==> src/rtl/ins_fetch_queue.sv <==
// Instruction prefetch queue: keeps at most one fetch in flight to the memory adapter
// and buffers returned words with their addresses until the consumer pops them.
module ins_fetch_queue #(
   parameter int          QUEUE_DEPTH = 4,
   parameter logic [31:0] RESET_PC    = 32'h0
) (
   input  logic        clk_in,
   input  logic        rst_in,
   input  logic        rdy_in,
   output logic        try_start_prefetch_task,
   output logic [31:0] prefetch_addr,
   input  logic        prefetch_task_accepted,
   input  logic        prefetch_task_done,
   input  logic [31:0] prefetch_ins_full,
   output logic        ins_valid,
   output logic [31:0] ins_out,
   output logic [31:0] ins_pc,
   input  logic        ins_ready,
   input  logic        flush_in,
   input  logic [31:0] flush_pc
);

   localparam int PW = (QUEUE_DEPTH > 1) ? $clog2(QUEUE_DEPTH) : 1;
   localparam int CW = PW + 1;
   localparam logic [CW-1:0] DEPTH_C = CW'(QUEUE_DEPTH);

   localparam logic [1:0] S_IDLE    = 2'd0;
   localparam logic [1:0] S_REQ     = 2'd1;
   localparam logic [1:0] S_WAIT    = 2'd2;
   localparam logic [1:0] S_DISCARD = 2'd3;

   logic [1:0]    state;
   logic [31:0]   fetch_pc;
   logic [31:0]   addr_q;
   logic [PW-1:0] head;
   logic [PW-1:0] tail;
   logic [CW-1:0] count;
   logic [31:0]   ins_mem [QUEUE_DEPTH];
   logic [31:0]   pc_mem  [QUEUE_DEPTH];

   logic push;
   logic pop;
   logic full;

   assign full = (count == DEPTH_C);
   assign push = (state == S_WAIT) && prefetch_task_done && !flush_in;
   assign pop  = (count != '0) && ins_ready && !flush_in;

   assign try_start_prefetch_task = (state == S_REQ);
   assign prefetch_addr           = addr_q;
   assign ins_valid               = (count != '0);
   assign ins_out                 = ins_mem[head];
   assign ins_pc                  = pc_mem[head];

   // A flush never stops an accepted task; DISCARD swallows its done word instead.
   always_ff @(posedge clk_in or posedge rst_in) begin
      if (rst_in) begin
         state    <= S_IDLE;
         fetch_pc <= RESET_PC;
         addr_q   <= '0;
      end else if (rdy_in) begin
         if (flush_in)
            fetch_pc <= flush_pc;
         case (state)
            S_IDLE: begin
               if (!flush_in && !full) begin
                  state  <= S_REQ;
                  addr_q <= fetch_pc;
               end
            end
            S_REQ: begin
               if (prefetch_task_accepted)
                  state <= flush_in ? S_DISCARD : S_WAIT;
               else if (flush_in)
                  state <= S_IDLE;
            end
            S_WAIT: begin
               if (prefetch_task_done) begin
                  state <= S_IDLE;
                  if (!flush_in)
                     fetch_pc <= fetch_pc + 32'd4;
               end else if (flush_in) begin
                  state <= S_DISCARD;
               end
            end
            default: begin
               if (prefetch_task_done)
                  state <= S_IDLE;
            end
         endcase
      end
   end

   always_ff @(posedge clk_in or posedge rst_in) begin
      if (rst_in) begin
         head  <= '0;
         tail  <= '0;
         count <= '0;
         for (int unsigned i = 0; i < QUEUE_DEPTH; i++) begin
            ins_mem[i] <= '0;
            pc_mem[i]  <= '0;
         end
      end else if (rdy_in) begin
         if (flush_in) begin
            head  <= '0;
            tail  <= '0;
            count <= '0;
         end else begin
            if (push) begin
               ins_mem[tail] <= prefetch_ins_full;
               pc_mem[tail]  <= fetch_pc;
               tail          <= tail + 1'b1;
            end
            if (pop)
               head <= head + 1'b1;
            if (push && !pop)
               count <= count + 1'b1;
            else if (pop && !push)
               count <= count - 1'b1;
         end
      end
   end

endmodule

==> config.mk <==
export PLATFORM = sky130hd
export DESIGN_NAME = ins_fetch_queue
export DESIGN_NICKNAME = d
export VERILOG_FILES = /design/src/rtl/ins_fetch_queue.sv
export SDC_FILE = /design/constraint.sdc
export NUM_CORES = 1
export LEC_CHECK = 0
export ABC_AREA = 1
export ABC_CLOCK_PERIOD_IN_PS = 13600
export CORE_ASPECT_RATIO = 1.75
export CORE_MARGIN = 4
export CORE_UTILIZATION = 50
export CTS_CLUSTER_SIZE = 16
export DETAILED_ROUTE_END_ITERATION = 6
export PLACE_DENSITY = 0.72
export REMOVE_ABC_BUFFERS = 1
export SLEW_MARGIN = 25
export SYNTH_ARGS = -nofsm -noshare
export SYNTH_HDL_FRONTEND = slang
export SYNTH_SLANG_ARGS = --single-unit
==> constraint.sdc <==
create_clock -name clk_in -period 13.6 [get_ports clk_in]
set_input_delay 2.04 -clock clk_in [delete_from_list [all_inputs] [get_ports clk_in]]
set_output_delay 2.04 -clock clk_in [all_outputs]
set_load 0.05 [all_outputs]
==> results of run 1 <==
-- Yosys cell counts (4+ instances only) --
cell | number | area, sq um
nand2_1 | 440 | 1650
o21ai_2 | 55 | 482
buf_2 | 11 | 55.1
o21ai_0 | 185 | 926
o21ai_1 | 205 | 1030
ha_1 | 5 | 62.6
xor2_1 | 7 | 61.3
nand4_1 | 6 | 37.5
clkbuf_1 | 52 | 195
buf_1 | 4 | 15.0
nand3_1 | 61 | 305
inv_1 | 110 | 413
nor2_1 | 205 | 769
buf_6 | 52 | 586
a21oi_1 | 13 | 65.1
o22ai_1 | 68 | 425
o211ai_1 | 8 | 60.1
dfrtp_1 | 329 | 8230
-- state kept, by name, summed over array words and instances (netlist names) --
register,count
count,3
fetch_pc,32
head,2
ins_mem,128
pc_mem,128
prefetch_addr,32
state,2
tail,2
-- stage by stage --
stage,instances,setup slack [ps],power (mW),area [sq um]
6_report,2348,7640,4.05,18000
2_1_floorplan,1720,2450,2.64,14700
3_5_place_dp,2293,8260,3.23,17000
3_3_place_gp,2293,8250,3.20,17000
4_1_cts,2344,7660,4.07,18000
5_1_grt,2348,7470,4.27,18000
-- path summary, 6_finish.rpt --
path	startpoint	to	slack (ps)	cells past startpoint
worst max-delay path	head[0]	ins_pc[20]	7640	5
worst min-delay path	pc_mem[39]	pc_mem[39]	480	2
worst max register to register	state[0]	ins_mem[82]	10670	9
worst min register to register	pc_mem[39]	pc_mem[39]	480	2
max in group asynchronous	rst_in	prefetch_addr[17]	9470	5
min in group asynchronous	rst_in	ins_mem[30]	2050	2
-- cell usage in the layout, fill, tap and decap left out, types with 2 or more instances in the layout --
cell and n:
xor2_1 7, nand2_4 5, bufinv_16 3, clkbuf_1 9
clkbuf_8 5, inv_2 3, nor2_1 205, o21ai_1 205
inv_4 2, clkdlybuf4s50_1 166, o21ai_0 185, nand4_1 6
a21oi_1 13, diode_2 3, buf_4 13, buf_2 2
nand3_1 61, clkbuf_16 29, o22ai_1 68, ha_1 5
nand2_1 440, clkinv_2 4, o21ai_2 55, nand3b_1 3
o211ai_1 8, inv_1 107, nor3_1 3, dfrtp_1 327
-- layout make-up --
| class | count | area, sq um | area share |
|---|---|---|---|
| Clock inverter | 8 | 118 | 0.00654 |
| Tap cell | 391 | 489 | 0.0272 |
| Multi-Input combinational cell | 1277 | 6060 | 0.337 |
| Inverter | 114 | 440 | 0.0245 |
| Antenna cell | 3 | 7.51 | 0.000417 |
| Timing Repair Buffer | 183 | 1810 | 0.100 |
| Sequential cell | 329 | 8240 | 0.458 |
| Clock buffer | 43 | 828 | 0.0460 |
-- worst max-delay path: cells and delay by family (launching register included) --
family,cells,cell delay [ps]
buf+inv,3,2130
compound gates,2,430
flops,1,720
-- cells by family (layout without fill, tap and decap cells) --
logic type      after synthesis  count (layout)
simple gates                729             729
fa+ha+maj                     6               6
xor+xnor                      7               7
flops                       329             329
compound gates              535             535
other cells                   0               3
buf+inv                     233             348
-- layer usage --
metal	global-route usage	routed length, um	vias to the layer above
met3	0.0221	1840	94
met2	0.418	20800	409
met5	0	0	-
met4	0.0992	1570	0
li1	-	-	6294
met1	0.299	16600	6307
-- report_power, final --
part / total (mW) / leakage, nW / switching, mW / internal (mW)
Sequential: 1.46 / 4.35 / 0.190 / 1.27
Clock: 0.830 / 0.462 / 0.354 / 0.476
Combinational: 1.76 / 3.48 / 1.19 / 0.568
Total: 4.05 / 8.29 / 1.73 / 2.31
==> results.txt, run 1 <==
Vias: 13104
GPL Wtd Cong: 0.941
Register area share after synthesis: 0.529
Post-cts hold buffer count: 0
Endpoints failing hold: 0
Grt ovf: 0
Core Util, Final: 0.585
Ys Warns: 0
Adder-cell share of the synthesized area: 0.00530
Core area: 30700 sq um
Hold/Removal Path Class: reg -> reg
Die X: 141 um
Number of core rows: 85
Clk_skew: 11.1 ps
Post-Synth Simple-Gate Area: 0.187
RSZ-0062 raised after global routing: no
Post-synth ARST share: 1.00
Pwr Density: 225 nW/um^2
Mux cell area share after synthesis: 0
Drt total wl: 40.8 mm
Mapped Area: 15600 sq um
Slowest-stage cell, CP: clkdlybuf4s50_1
Post-DP HPWL: 25.2 mm
Post-CTS setup buffer count: 0
Sum Neg Setup Slack: 0 ps
1st-pass router iterations: 5
WS Path Type: reg -> out
Critical Path AT: 3920 ps
Largest net degree at the start of global routing: 119
Library cells used by synthesis: 33
Status: completed
Buffers added on ports: 168
Worst hold margin: 477 ps
XOR/XNOR Fraction of Synth Area: 0.00394
DRC Markers: 0
Area added between synthesis and finish: 15.6%
Root Driver: clkbuf_16
Critical Path RT: 11560 ps
Full die area: 34100 sq um
DRT antenna net count: 0
Final worst-path cycle share: 0.438
Setup crit end kind: output port
Lkg Pwr: 8.29 nW
Initial Util: 0.507
All-layer global routing usage: 0.237
Initial DRC count: 892
Post-CTS resize count: 0
Max Cap Viol: 0
Final min period: 5960 ps
Die height: 241 um
Critical-path cell list: inv_4 > buf_4 > o21ai_0 > o22ai_1 > clkdlybuf4s50_1
VDD IR max: 0.148 mV
Fraction of layout cells with a size suffix above 1: 0.0676
Rel. slew slack: 0.357
Crit-path max FO: 66
Clock Latency Late Sink: 550 ps
Critical Path Source Type: register
Slew Viols, Final: 0
Longest Clk Path Bufs: 3
Fill count: 2762
Main combinational cell family by area after synthesis: compound AO/OA/AOI/OAI gates
Cts bufs inserted: 29
Post-synth top flop: dfrtp_1
Io pins: 169
FMAX: 0.168 GHz
Cell count after synthesis: 1839
Initial antenna violation count: 3
Routed vias/inst: 5.58
Final #Nets: 2011
Clock transition at path regs: 70 ps
WL/cell: 17.4 um
Vias in the first global route: 12828
Worst path max stage delay: 860 ps
Post-synth EDFFs: 0
First-pass GRT wire length: 65.9 mm
Setup Viol. Count Final: 0
#FFs+latches synth: 329
Syn_area_per_cell: 8.47 sq um
TritonCTS Sinks: 329
H-tree levels: 1
CTS tree: yes
Post-synthesis compound-gate area fraction: 0.192
Slew @ Worst Pin: 965 ps
Power figures use the tool's default switching activity.
==> run 2, diff against run 1 <==
Settings changed: ABC_CLOCK_PERIOD_IN_PS 13600 to 5150, PLACE_DENSITY 0.72 to 0.75.
Clock period 13.6 ns to 5.15 ns, I/O delays scaled along.
==> run 2 against run 1 <==
  * First-iteration DRC count up 14%
  * Setup slack worse by 6800 ps
  * Clock power rose to 3.0 times the previous value
  * Non-clock buffer count up 4
  * Final cell count up 0.21%
  * Count of clock-buffer cells in the layout down 4
  * Highest routed layer unchanged
  * Sequential share of layout area down 0.53 points
  * Largest cell class unchanged
==> results.txt, run 2 (synthesized netlist as in run 1, its figures left out) <==
Status: completed (unchanged)
1st-pass router iterations: 5 (unchanged)
Initial DRC count: 1018 (was 892)
Max Cap Viol: 0 (unchanged)
Sum Neg Setup Slack: 0 ps (unchanged)
CTS tree: yes (unchanged)
Slew @ Worst Pin: 1010 ps (was 965 ps)
Die X: 141 um (unchanged)
Placement Setup Slack: 1500 ps (was 8260 ps)
R2r setup slk: 2350 ps (was 10670 ps)
Final #Nets: 2016 (was 2011)
DRC Markers: 0 (unchanged)
Clock transition at path regs: 70 ps (about the same)
Critical Path AT: 3520 ps (was 3920 ps)
First-pass GRT wire length: 65.3 mm (was 65.9 mm)
Area added between synthesis and finish: 16.9% (was 15.6%)
Cts bufs inserted: 30 (was 29)
Crit-path max FO: 94 (was 66)
Initial Util: 0.507 (unchanged)
Worst path max stage delay: 830 ps (was 860 ps)
Critical Path RT: 4380 ps (was 11560 ps)
Sequential power share: 0.348 (was 0.360)
RR Startpoint: state[0] (unchanged)
Psw: 4.61 mW (was 1.73 mW)
FMAX: 0.233 GHz
Fraction of layout cells with a size suffix above 1: 0.0734 (was 0.0676)
Cell Area, Placed: 17100 sq um (was 17000 sq um)
Worst Reg-to-Reg Cells: 9 (unchanged)
Rel. slew slack: 0.325 (was 0.357)
Top delay family on crit path: buffers and inverters (unchanged)
DRT antenna net count: 0 (unchanged)
Internal: 6.37 mW (was 2.31 mW)
Vias: 13042 (was 13104)
RR Endpoint: pc_mem[87] (was ins_mem[82])
Hold/Removal Path Class: reg -> reg (unchanged)
All-layer global routing usage: 0.234 (was 0.237)
GPL Wtd Cong: 0.931 (was 0.941)
Post-CTS resize count: 0 (unchanged)
Final Cell Area: 18200 sq um (was 18000 sq um)
Final min period: 4300 ps
Post-DP HPWL: 26.1 mm (was 25.2 mm)
Switching share of power: 0.420 (was 0.428)
Final worst-path cycle share: 0.834
Lkg Pwr: 8.39 nW (was 8.29 nW)
Root Driver: clkbuf_16 (unchanged)
Post-CTS setup buffer count: 0 (unchanged)
Longest Clk Path Bufs: 3 (unchanged)
Comb power frac: 0.425 (was 0.434)
Full die area: 34100 sq um (unchanged)
Commonest non-fill, non-tap cell in the layout: nand2_1 (unchanged)
Grt ovf: 0 (unchanged)
Clk_skew: 13.5 ps (was 11.1 ps)
Regs by FF count: ins_mem: 128 flops, pc_mem: 128 flops (unchanged)
Total power: 11.0 mW (was 4.05 mW)
Largest net degree at the start of global routing: 122 (was 119)
Die height: 241 um (unchanged)
Crit path buffers/inverters: 3 (unchanged)
Fill count: 2699 (was 2762)
Number of core rows: 85 (unchanged)
Clock Latency Late Sink: 560 ps (was 550 ps)
Hold depth: 2 (unchanged)
Slowest-stage cell, CP: clkdlybuf4s50_1 (unchanged)
WS Path Type: reg -> out (unchanged)
Routed vias/inst: 5.54 (was 5.58)
Io pins: 169 (unchanged)
Hold Startpoint: ins_mem[65] (was pc_mem[39])
Clock power frac: 0.227 (was 0.205)
Endpoints failing hold: 0 (unchanged)
VDD IR max: 0.344 mV (was 0.148 mV)
Critical Path Source Type: register (unchanged)
Setup Viol. Count Final: 0 (unchanged)
Setup crit end kind: output port (unchanged)
TritonCTS Sinks: 329 (unchanged)
Final Worst Setup Slack: 855 ps (was 7640 ps)
Core area: 30700 sq um (unchanged)
Slew Viols, Final: 0 (unchanged)
Most frequent cells in the layout: nand2_1, dfrtp_1, o21ai_1, nor2_1, o21ai_0 (unchanged)
WL/cell: 17.0 um (was 17.4 um)
Drt total wl: 39.9 mm (was 40.8 mm)
Critical-path cell list: inv_4 > buf_4 > o21ai_0 > o22ai_1 > clkdlybuf4s50_1 (unchanged)
Buffers added on ports: 168 (unchanged)
Initial antenna violation count: 1 (was 3)
Vias in the first global route: 12891 (was 12828)
Pwr Density: 603 nW/um^2 (was 225 nW/um^2)
RSZ-0062 raised after global routing: no (unchanged)
H-tree levels: 1 (unchanged)
Post-cts hold buffer count: 0 (unchanged)
Worst Hold End: ins_mem[65] (was pc_mem[39])
## run 2: cell count changes in the layout (fill, tap and decap cells not counted)
cell,change
clkinv_2,+1
clkbuf_1,-5
clkinv_8,+1
diode_2,-2
buf_4,+2
clkbuf_8,-1
buf_12,+3
clkbuf_16,+2
clkinvlp_4,+1
bufinv_16,+4
buf_16,-1
## run 2: worst register-to-register path, delay by kind of cell (launching register included)
| family | cells | cell delay [ps] |
|---|---|---|
| compound gates | 1 | 50 |
| simple gates | 5 | 1240 |
| buf+inv | 3 | 930 |
| flops | 1 | 430 |
## run 2: layout make-up
cell class	count	area [sq um]	area share
flip-flops and latches	329	8240	0.453
multi-input cells	1277	6060	0.333
repair buffers	187	1860	0.102
clock buffers	39	846	0.0465
well taps	391	489	0.0269
inverters	114	440	0.0242
clock inverters	15	267	0.0146
diodes	1	2.50	0.000137
## run 2: how the worst max path moves through the flow
stage | start | to | slack (ps) | cells past startpoint
after global routing | head[0] | ins_out[29] | 700 | 5
after detailed placement | head[0] | ins_out[7] | 1500 | 5
after floorplan | rst_in | count[0] | -4730 | 1
after CTS | head[0] | ins_out[29] | 850 | 5
final | head[0] | ins_out[29] | 850 | 5
after global placement | head[0] | ins_out[14] | 1560 | 5
## run 2: power by group through the flow
| stage | sequential, mW | clock, mW | combinational, mW |
|---|---|---|---|
| 3_5_place_dp | 3.85 | 0 | 4.69 |
| 6_report | 3.82 | 2.49 | 4.67 |
| 4_1_cts | 3.81 | 2.53 | 4.71 |
| 3_3_place_gp | 3.82 | 0 | 4.62 |
| 2_1_floorplan | 4.21 | 0 | 2.75 |
| 5_1_grt | 3.90 | 2.63 | 5.06 |
## run 2: routing by layer
metal | vias to the layer above | track usage | wire [um]
li1 | 6277 | - | -
met1 | 6265 | 0.284 | 15700
met2 | 401 | 0.420 | 20700
met3 | 99 | 0.0198 | 1630
met4 | 0 | 0.111 | 1850
met5 | - | 0 | 0
## run 2: through the flow
stage | hold WS (ps) | util | instances
after detailed placement | 462 | 0.556 | 2298
after global placement | 459 | 0.556 | 2298
final | 475 | 0.592 | 2353
after floorplan | 442 | - | 1720
after global routing | 485 | 0.592 | 2353
after CTS | 478 | 0.592 | 2352
